==> src/rtl/axis_nibble_pkg.sv <==
`default_nettype none
// ============================================================================
//  Module   : axis_nibble_pkg
//  Purpose  : Shared constants, types and helpers for the nibble unpacker.
//             Keep encodings, length sanitising, nibble masks and the
//             unpacker state enumeration.
//  Ports    : none (package)
//  Revision : 1.0 - initial release
// ============================================================================
package axis_nibble_pkg;

    localparam int NIB_W = 4;   // bits per nibble
    localparam int CNT_W = 4;   // buffer occupancy width, holds 0..8

    localparam logic [7:0] KEEP_4  = 8'd4;
    localparam logic [7:0] KEEP_8  = 8'd8;
    localparam logic [7:0] KEEP_12 = 8'd12;
    localparam logic [7:0] KEEP_16 = 8'd16;

    // FILL  : waiting for enough nibbles, no packet end buffered
    // EMIT  : a fragment was issued last cycle and no packet end is buffered
    // DRAIN : the buffer holds the tail of a packet; input blocked until empty
    typedef enum logic [1:0] {
        ST_FILL  = 2'd0,
        ST_EMIT  = 2'd1,
        ST_DRAIN = 2'd2
    } state_t;

    // Bit-count keep to nibble count; anything unexpected is a full beat.
    function automatic logic [2:0] keep_to_nib(input logic [7:0] keep);
        logic [2:0] n;
        case (keep)
            KEEP_4:  n = 3'd1;
            KEEP_8:  n = 3'd2;
            KEEP_12: n = 3'd3;
            default: n = 3'd4;
        endcase
        return n;
    endfunction

    // Requested length of 0 or above 4 nibbles means a full 4-nibble fragment.
    function automatic logic [2:0] len_sanitize(input logic [2:0] len);
        logic [2:0] n;
        if (len == 3'd0 || len > 3'd4) begin
            n = 3'd4;
        end else begin
            n = len;
        end
        return n;
    endfunction

    // Mask selecting the low n nibbles of a beat.
    function automatic logic [15:0] nib_mask(input logic [2:0] n);
        logic [15:0] m;
        case (n)
            3'd1:    m = 16'h000F;
            3'd2:    m = 16'h00FF;
            3'd3:    m = 16'h0FFF;
            3'd4:    m = 16'hFFFF;
            default: m = 16'h0000;
        endcase
        return m;
    endfunction

endpackage
`default_nettype wire

==> src/rtl/axis_nibble_unpacker_shift_buf.sv <==
`default_nettype none
// ============================================================================
//  Module   : nibble_shift_buf
//  Purpose  : Nibble FIFO with parallel append and head removal. Each cycle
//             pop_n nibbles leave from position 0, the rest shift down, and
//             push_n nibbles from the low end of push_data append behind
//             the shifted remainder. Storage above cnt is kept zero.
//  Ports    : clk, areset       - clock, synchronous active-high reset
//             push_n_i          - nibbles to append (0..4)
//             push_data_i       - source beat, nibble 0 in bits 3:0
//             pop_n_i           - nibbles to remove (0..4, never above cnt)
//             head_o            - lowest NIB nibbles of the buffer
//             cnt_o             - current occupancy in nibbles
//  Revision : 1.0 - initial release
// ============================================================================
module nibble_shift_buf
    import axis_nibble_pkg::*;
#(
    parameter int NIB     = 4,
    parameter int BUF_NIB = 8
) (
    input  logic                   clk,
    input  logic                   areset,
    input  logic [2:0]             push_n_i,
    input  logic [NIB*NIB_W-1:0]   push_data_i,
    input  logic [2:0]             pop_n_i,
    output logic [NIB*NIB_W-1:0]   head_o,
    output logic [CNT_W-1:0]       cnt_o
);

    logic [BUF_NIB*NIB_W-1:0] buf_q, buf_d;
    logic [BUF_NIB*NIB_W-1:0] kept, incoming;
    logic [CNT_W-1:0]         cnt_q, cnt_d;
    logic [CNT_W-1:0]         remain;

    always_comb begin
        remain   = cnt_q - {1'b0, pop_n_i};
        // Right shift fills zeros, keeping the region above cnt clean.
        kept     = buf_q >> {pop_n_i, 2'b00};
        incoming = {{((BUF_NIB-NIB)*NIB_W){1'b0}}, push_data_i & nib_mask(push_n_i)};
        // New nibbles land directly behind whatever survived the pop.
        buf_d    = kept | (incoming << {remain, 2'b00});
        cnt_d    = remain + {1'b0, push_n_i};
    end

    always_ff @(posedge clk) begin
        if (areset) begin
            buf_q <= '0;
            cnt_q <= '0;
        end else begin
            buf_q <= buf_d;
            cnt_q <= cnt_d;
        end
    end

    assign head_o = buf_q[NIB*NIB_W-1:0];
    assign cnt_o  = cnt_q;

endmodule
`default_nettype wire

==> src/rtl/axis_nibble_unpacker.sv <==
`default_nettype none
// ============================================================================
//  Module   : axis_nibble_unpacker
//  Purpose  : Splits a densely packed 16-bit nibble stream back into
//             variable-width fragments (1..4 nibbles) whose lengths arrive on
//             a separate length stream. Fragments are right-aligned with a
//             bit-count tkeep; tlast marks the fragment holding the final
//             nibble of a packet.
//  Ports    : clk, areset          - clock, synchronous active-high reset
//             s_axis_*             - packed input (tdata/tvalid/tready/tlast/tkeep)
//             l_axis_*             - fragment length requests (tdata/tvalid/tready)
//             m_axis_*             - fragment output (tdata/tvalid/tready/tlast/tkeep)
//  Revision : 1.0 - initial release
// ============================================================================
module axis_nibble_unpacker
    import axis_nibble_pkg::*;
#(
    parameter int DATA_WIDTH = 16,
    parameter int NIB        = 4,
    parameter int BUF_NIB    = 8
) (
    input  logic                  clk,
    input  logic                  areset,
    input  logic [DATA_WIDTH-1:0] s_axis_tdata,
    input  logic                  s_axis_tvalid,
    output logic                  s_axis_tready,
    input  logic                  s_axis_tlast,
    input  logic [7:0]            s_axis_tkeep,
    input  logic [2:0]            l_axis_tdata,
    input  logic                  l_axis_tvalid,
    output logic                  l_axis_tready,
    output logic [DATA_WIDTH-1:0] m_axis_tdata,
    output logic                  m_axis_tvalid,
    input  logic                  m_axis_tready,
    output logic                  m_axis_tlast,
    output logic [7:0]            m_axis_tkeep
);

    state_t                state_q, state_d;

    logic [CNT_W-1:0]      cnt;
    logic [DATA_WIDTH-1:0] head;
    logic [2:0]            len, in_n, take_n, push_n, pop_n;
    logic                  eop_buf, in_open, out_free, fire, s_hs, drained;

    logic                  m_valid_q, m_valid_d;
    logic                  m_last_q,  m_last_d;
    logic [DATA_WIDTH-1:0] m_data_q,  m_data_d;
    logic [7:0]            m_keep_q,  m_keep_d;

    nibble_shift_buf #(
        .NIB     (NIB),
        .BUF_NIB (BUF_NIB)
    ) u_buf (
        .clk         (clk),
        .areset      (areset),
        .push_n_i    (push_n),
        .push_data_i (s_axis_tdata),
        .pop_n_i     (pop_n),
        .head_o      (head),
        .cnt_o       (cnt)
    );

    // ------------------------------------------------------------------
    // Handshake / fire datapath
    // ------------------------------------------------------------------
    always_comb begin
        len      = len_sanitize(l_axis_tdata);
        in_n     = keep_to_nib(s_axis_tkeep);
        out_free = !m_valid_q || m_axis_tready;
        take_n   = ({1'b0, len} < cnt) ? len : cnt[2:0];
        // With a packet end buffered, a short remainder may go out early.
        fire     = !areset && l_axis_tvalid && out_free &&
                   ((cnt >= {1'b0, len}) || (eop_buf && cnt != '0));
        s_hs     = s_axis_tvalid && s_axis_tready;
        push_n   = s_hs ? in_n   : 3'd0;
        pop_n    = fire ? take_n : 3'd0;
        drained  = fire && ({1'b0, take_n} == cnt);
    end

    assign l_axis_tready = fire;

    // ------------------------------------------------------------------
    // FSM: state register
    // ------------------------------------------------------------------
    always_ff @(posedge clk) begin
        if (areset) begin
            state_q <= ST_FILL;
        end else begin
            state_q <= state_d;
        end
    end

    // ------------------------------------------------------------------
    // FSM: next state
    // ------------------------------------------------------------------
    always_comb begin
        state_d = state_q;
        case (state_q)
            ST_FILL, ST_EMIT: begin
                // Input is only accepted outside DRAIN, so a tlast beat and
                // a draining fire can never coincide here.
                if (s_hs && s_axis_tlast) begin
                    state_d = ST_DRAIN;
                end else if (fire) begin
                    state_d = ST_EMIT;
                end else begin
                    state_d = ST_FILL;
                end
            end
            ST_DRAIN: begin
                if (drained) begin
                    state_d = ST_FILL;
                end
            end
            default: state_d = ST_FILL;
        endcase
    end

    // ------------------------------------------------------------------
    // FSM: outputs. The packet-end flag lives in the DRAIN state itself,
    // which also guarantees two packets never share the buffer.
    // ------------------------------------------------------------------
    always_comb begin
        eop_buf       = (state_q == ST_DRAIN);
        in_open       = !eop_buf;
        s_axis_tready = in_open && (cnt <= CNT_W'(NIB)) && !areset;
    end

    // ------------------------------------------------------------------
    // Output register: loads on fire, holds under backpressure
    // ------------------------------------------------------------------
    always_comb begin
        m_valid_d = m_valid_q;
        m_data_d  = m_data_q;
        m_keep_d  = m_keep_q;
        m_last_d  = m_last_q;
        if (fire) begin
            m_valid_d = 1'b1;
            m_data_d  = head & nib_mask(take_n);
            m_keep_d  = {3'b000, take_n, 2'b00};
            m_last_d  = eop_buf && ({1'b0, take_n} == cnt);
        end else if (m_axis_tready) begin
            m_valid_d = 1'b0;
        end
    end

    always_ff @(posedge clk) begin
        if (areset) begin
            m_valid_q <= 1'b0;
            m_data_q  <= '0;
            m_keep_q  <= '0;
            m_last_q  <= 1'b0;
        end else begin
            m_valid_q <= m_valid_d;
            m_data_q  <= m_data_d;
            m_keep_q  <= m_keep_d;
            m_last_q  <= m_last_d;
        end
    end

    assign m_axis_tvalid = m_valid_q;
    assign m_axis_tdata  = m_data_q;
    assign m_axis_tkeep  = m_keep_q;
    assign m_axis_tlast  = m_last_q;

endmodule
`default_nettype wire

==> config.mk <==
export PLATFORM = sky130hd
export DESIGN_NAME = axis_nibble_unpacker
export DESIGN_NICKNAME = d
export VERILOG_FILES = /design/src/rtl/axis_nibble_pkg.sv /design/src/rtl/axis_nibble_unpacker_shift_buf.sv /design/src/rtl/axis_nibble_unpacker.sv
export SDC_FILE = /design/constraint.sdc
export NUM_CORES = 1
export LEC_CHECK = 0
export ABC_AREA = 1
export CAP_MARGIN = 0
export CELL_PAD_IN_SITES_DETAIL_PLACEMENT = 0
export CELL_PAD_IN_SITES_GLOBAL_PLACEMENT = 2
export CORE_MARGIN = 3
export CORE_UTILIZATION = 30
export CTS_CLUSTER_DIAMETER = 100
export DETAILED_ROUTE_END_ITERATION = 10
export PLACE_DENSITY = 0.79
export SYNTH_ARGS = -nofsm -noshare
export SYNTH_HDL_FRONTEND = slang
export SYNTH_SLANG_ARGS = --single-unit
==> constraint.sdc <==
create_clock -name clk -period 8.3 [get_ports clk]
set_input_delay 0.83 -clock clk [delete_from_list [all_inputs] [get_ports clk]]
set_output_delay 0.83 -clock clk [all_outputs]
set_load 0.02 [all_outputs]
# Yosys cells after proc, flatten, opt, wreduce, memory -nomap -nowiden
# Index checks and enable logic that the tools add are counted.
classes:
  add_sub_neg: 2
  n_lt_le_gt_ge: 4
  n_eq_ne: 15
  n_shift: 2
  n_mux: 14
  n_bitwise: 3
  reduce_logical: 21
op_table:
  columns: ["cell", "count"]
  rows:
  - ["16-bit one-hot mux with 4 select lines", 2]
  - ["16-bit bitwise AND", 2]
  - ["32-bit bitwise OR", 1]
  - ["16-bit by 6-bit << shifter with 32-bit output", 1]
  - ["32-bit by 5-bit >> shifter with 32-bit output", 1]
  - ["8-bit by 4-bit equality test with 1-bit output, second input constant", 2]
  - ["16-bit 2-to-1 mux", 1]
  - ["3-bit by 2-bit equality test with 1-bit output, second input constant", 4]
  - ["3-bit 2-to-1 mux", 4]
  - ["1-bit logical AND", 10]
  - ["3-bit one-hot mux with 3 select lines", 1]
  - ["8-bit by 3-bit equality test with 1-bit output, second input constant", 1]
  - ["3-bit by 1-bit equality test with 1-bit output, second input constant", 2]
  - ["3-bit equality test, second input constant", 2]
  - ["4-bit by 3-bit adder with 4-bit output", 1]
  - ["3-bit by 4-bit equality test with 1-bit output", 1]
  - ["4-bit by 3-bit greater-or-equal comparator with 1-bit output", 1]
  - ["4-bit by 3-bit less-or-equal comparator with 1-bit output, second input constant", 1]
  - ["3-bit by 4-bit less-than comparator with 1-bit output", 1]
  - ["2-bit 2-to-1 mux", 2]
  - ["2-bit one-hot mux with 2 select lines", 1]
  - ["4-bit nonzero test", 1]
  - ["4-bit by 3-bit subtractor with 4-bit output", 1]
  - ["3-bit > comparator, second input constant", 1]
  - ["other kinds (10)", 16]
totals:
  reg_bits: 59
  inputBits: 33
  out_inout_bits: 28

# Depth between registers and ports, before layout
logic_depth:
  word_depth: 11
  depth_mapped: 28
  depth_no_buf: 25

# Modules after synthesis
# Synthesis repeated with hierarchy kept, for this count alone.
hier_totals:
  cells_unflattened: 689
  area_unflattened_um2: 4315.4
modules_own_cells:
  columns: ["module", "n_inst", "cells_each", "area_per_inst_um2", "seq_area_each_um2"]
  rows:
  - ["nibble_shift_buf", 1, 479, 2956.6, 720.7]
  - ["axis_nibble_unpacker", 1, 210, 1358.8, 460.4]

# Least setup slack after synthesis
# No wires, ideal clock.
synth_path:
  kind: "input -> register"
  start: "in l_axis_tdata[1]"
  end: "reg u_buf.cnt_q[3], in the netlist u_buf.cnt_o[3]"
  arrival_ps: 4562
  slack_ps: 3669
  cell_stages: 26
  path_buffers: 3
  cell_sequence: "or2_2 > ha_1 > inv_1 > nand2_1 > ha_1 > nand2_1 > nand2_1 > nand2_1 > nand2_2 > nand2_2 > nand2_1 > nand2_1 > nand2_1 > buf_6 > buf_4 > inv_1 > ha_1 > inv_1 > fa_1 > xnor2_1 > clkbuf_1 > inv_1 > ha_1 > a21oi_1 > o21ai_0 > a21oi_1"
synth_via:
  elab_chain_len: 9
  word_cells_on_any_way: 12
  classes_between: "add/sub (2); order compare (3); mux (3); reduce/logical (4)"
synth_rtl:
  columns: ["element", "line", "source"]
  rows:
  - ["start, declared", "axis_nibble_unpacker.sv:29", "input logic [2:0] l_axis_tdata,"]
  - ["3-bit > comparator or 3-bit logical NOT (tied branches)", "axis_nibble_pkg.sv:44", "if (len == 3'd0 || len > 3'd4) begin"]
  - ["1-bit logical OR", "axis_nibble_pkg.sv:44", null]
  - ["3-bit 2-to-1 mux *", "axis_nibble_pkg.sv:44", null]
  - ["4-bit by 3-bit greater-or-equal comparator with 1-bit output", "axis_nibble_unpacker.sv:74", "((cnt >= {1'b0, len}) || (eop_buf && cnt != '0));"]
  - ["1-bit logical OR", "axis_nibble_unpacker.sv:74", null]
  - ["1-bit logical AND", "axis_nibble_unpacker.sv:73", "fire = !areset && l_axis_tvalid && out_free &&"]
  - ["3-bit 2-to-1 mux *", "axis_nibble_unpacker.sv:77", "pop_n = fire ? take_n : 3'd0;"]
  - ["4-bit by 3-bit subtractor with 4-bit output *", "axis_nibble_unpacker_shift_buf.sv:37", "remain = cnt_q - {1'b0, pop_n_i};"]
  - ["4-bit by 3-bit adder with 4-bit output *", "axis_nibble_unpacker_shift_buf.sv:43", "cnt_d = remain + {1'b0, push_n_i};"]
  - ["end signal, assigned", "axis_nibble_unpacker_shift_buf.sv:52", "cnt_q <= cnt_d;"]
  - ["end, declared", "axis_nibble_unpacker_shift_buf.sv:33", "logic [CNT_W-1:0] cnt_q, cnt_d;"]
# Every way passes the cells marked *; elsewhere a longest branch is shown, timed or not.
# A chain may end at the register's enable or synchronous reset.

# Final worst setup path
layout_path:
  start: "in l_axis_tdata[1]"
  end: "reg u_buf.buf_q[22]"
layout_via:
  elab_chain_len: 10
  word_cells_on_any_way: 14
  classes_between: "add/sub (1); order compare (3); shift (2); mux (3); bitwise (1); reduce/logical (4)"
layout_rtl:
  columns: ["element", "line", "source"]
  rows:
  - ["3-bit > comparator or 3-bit logical NOT (tied branches)", "axis_nibble_pkg.sv:44", null]
  - ["1-bit logical OR", "axis_nibble_pkg.sv:44", null]
  - ["3-bit 2-to-1 mux *", "axis_nibble_pkg.sv:44", null]
  - ["4-bit by 3-bit greater-or-equal comparator with 1-bit output", "axis_nibble_unpacker.sv:74", null]
  - ["1-bit logical OR", "axis_nibble_unpacker.sv:74", null]
  - ["1-bit logical AND", "axis_nibble_unpacker.sv:73", null]
  - ["3-bit 2-to-1 mux *", "axis_nibble_unpacker.sv:77", null]
  - ["4-bit by 3-bit subtractor with 4-bit output", "axis_nibble_unpacker_shift_buf.sv:37", null]
  - ["16-bit by 6-bit << shifter with 32-bit output", "axis_nibble_unpacker_shift_buf.sv:42", "buf_d = kept | (incoming << {remain, 2'b00});"]
  - ["32-bit bitwise OR *", "axis_nibble_unpacker_shift_buf.sv:42", null]
  - ["end signal, assigned", "axis_nibble_unpacker_shift_buf.sv:51", "buf_q <= buf_d;"]
  - ["end, declared", "axis_nibble_unpacker_shift_buf.sv:31", "logic [BUF_NIB*NIB_W-1:0] buf_q, buf_d;"]
# Marks and branches as above.

==> reports/qor.csv <==
metric,value,unit
CTS Sinks,59,
Layout Nets,771,
Reg power frac,0.252,
max_cap viols,0,
CTS Buffer Depth,2,
CTS tree,done,
number of H-tree levels,3,
Max-slew headroom,0.360,
Initial DRT Pass Iterations,5,
Core ar.,0.0139,mm²
worst path required time,8550,ps
# resized after CTS,0,
Vias/cell,5.18,
internal power,841,µW
gpl congestion,0.814,
Hold Path Class,register to register,
"Area growth, synth to finish",20.5,%
fmax,166,MHz
Comb power frac,0.517,
vias in the first global route,4525,
number of synthesis warnings,0,
sequential area share after synthesis,0.276,
hpwl dp,10.0,mm
Worst Max-Slew Pin Slew,953,ps
peak supply drop,0.000113,V
full die area,0.0157,mm²
layout cells sized above 1,0.0588,
largest cells by area after synthesis,"dfxtp_1 28%, nand3_1 27%, nand2_1 15%",
synthesized area,0.00428,mm²
post-synth top area share,0.276,
Final min period,6010,ps
Setup Viol. Count Final,0,
ant diodes,0,
asr flop ratio synth,0,
"Distinct cells, synth",34,
Chip Height,125,µm
"CTS clk-pin slew, worst paths",60,ps
CP Class,input port to register,
Total Routed Length,14.0,mm
post-route ant nets,0,
switching share of power,0.485,
vias,4718,
Post-DP Area,0.00485,mm²
clock share of power,0.231,
clk root buf,clkbuf_16,
Layout Skew,7.19,ps
WHS,466,ps
largest net degree at the start of global routing,44,
"EDFF count, synth",0,
grt ovf,0,
cts bufs inserted,9,
crit path max fanout,39,
final instance area,0.00516,mm²
number of setup buffers added after CTS,0,
Starting Density,0.307,
Post-Syn Instances,697,
clk_lat worst skew,340,ps
P_sw,792,µW
drt first-iter violations,393,
I/O Buffers,55,
per-cell routed wire length,15.3,µm
pwr dens,317,mW/mm²
"Top FF cell, synth",dfxtp_1,
Synth Register Bits,59,
Final Hold Fails,0,
initial antenna violation count,0,
Die X,125,µm
Avg Synthesized Cell Area,6.14,µm²
global-route wire length before repair,23.2,mm
Synth area leader,dfxtp_1,
CP Capture Type,register,
Ports,61,
Critical Path AT,6260,ps
final slew viol count,0,
fillers,1552,
gr usage total,0.181,
Lkg Pwr,2.34,nW
Post-Route Setup TNS,0,ps
Final period util,0.724,
type of origin of the critical path,input port,
unrepaired setup endpoints after global routing,false,
DRC viols,0,
Core Rows,43,
CTS Hold Bufs,0,
outcome,finished clean,
## stage by stage
stage	std cells	power, mW	utilization	setup WS (ps)
6_report	911	1.63	0.370	2290
5_1_grt	911	1.78	0.370	1820
4_1_cts	911	1.65	0.370	2290
3_5_place_dp	895	1.26	0.348	1970
3_3_place_gp	895	1.26	0.348	2000
2_1_floorplan	701	1.03	-	3670
## worst max-delay path, stage by stage
cell and delay (ps):
clkdlybuf4s50_1 410, or2_2 300, ha_1 280, inv_1 50, nand2_1 60, ha_1 320, nand2_1 70, nand2_1 60
nand2_1 60, nand2_2 130, o21bai_4 240, nor2_8 450, inv_2 410, fa_1 620, buf_4 270, clkinv_1 740
nor2_1 580, nand2_1 120, a31oi_1 190
## state kept, by name, summed over array words and instances (netlist names)
register / flops
u_buf.buf_q: 32
m_axis_tkeep: 3
m_axis_tvalid: 1
m_axis_tlast: 1
m_axis_tdata: 16
u_buf.cnt_o: 4
state_q: 2
## cell families after synthesis
logic type / share of synthesized area
and+or+nand+nor: 0.510
buffers and inverters: 0.115
DFF: 0.276
AOI/OAI and AO/OA: 0.0526
adders and majority gates: 0.0386
xor gates and xnor gates: 0.00614
other: 0.000876
## layout by cell type (no fill, tap or decap), types with 9 or more instances in the layout
cell type	instances
clkdlybuf4s50_1	55
clkbuf_16	9
inv_1	55
a21oi_1	25
nor2_1	43
ha_1	10
nand4_1	14
nand3_1	227
nand2_1	173
dfxtp_1	59
## Yosys cell counts, types with 2 or more instances
cell and number:
a21oi_1 25, a31oi_1 4, buf_2 17, buf_4 8
buf_6 5, clkbuf_1 17, dfxtp_1 59, fa_1 2
ha_1 10, inv_1 55, inv_2 4, nand2_1 173
nand2_2 5, nand3_1 227, nand4_1 14, nor2_1 43
nor2_4 4, nor3_1 2, o21ai_0 7, xnor2_1 2
## layout make-up
| cell class | instances | area (µm²) | area share |
|---|---|---|---|
| clock buffer | 9 | 225 | 0.0437 |
| clock inverter | 7 | 77.6 | 0.0150 |
| inverter | 60 | 225 | 0.0437 |
| multi-input combinational | 534 | 2620 | 0.508 |
| sequential | 59 | 1180 | 0.229 |
| tap | 180 | 225 | 0.0437 |
| timing repair buffer | 62 | 603 | 0.117 |
## worst paths after layout
path,start,end,slack [ps],cells past startpoint
max,l_axis_tdata[1],u_buf.buf_q[22],2290,19
min,m_axis_tdata[15],m_axis_tdata[15],470,2
max reg2reg,u_buf.cnt_o[0],u_buf.buf_q[22],3440,13
min reg2reg,m_axis_tdata[15],m_axis_tdata[15],470,2
## routing by layer
layer,track usage,vias to the layer above,part of all wire
li1,-,2374,-
met5,0,-,0
met1,0.234,2208,0.45
met3,0.0333,15,0.046
met2,0.310,121,0.49
met4,0.0504,0,0.017
## power by group through the flow
stage                     Clock [mW]  Sequential (mW)  Combinational (mW)
after floorplan                    0            0.398               0.632
after global placement             0            0.416               0.843
after detailed placement           0            0.416               0.847
after CTS                      0.388            0.410               0.851
after global routing           0.399            0.421               0.958
final                          0.378            0.411               0.844
Note: power is estimated with default switching activity, not from simulation.
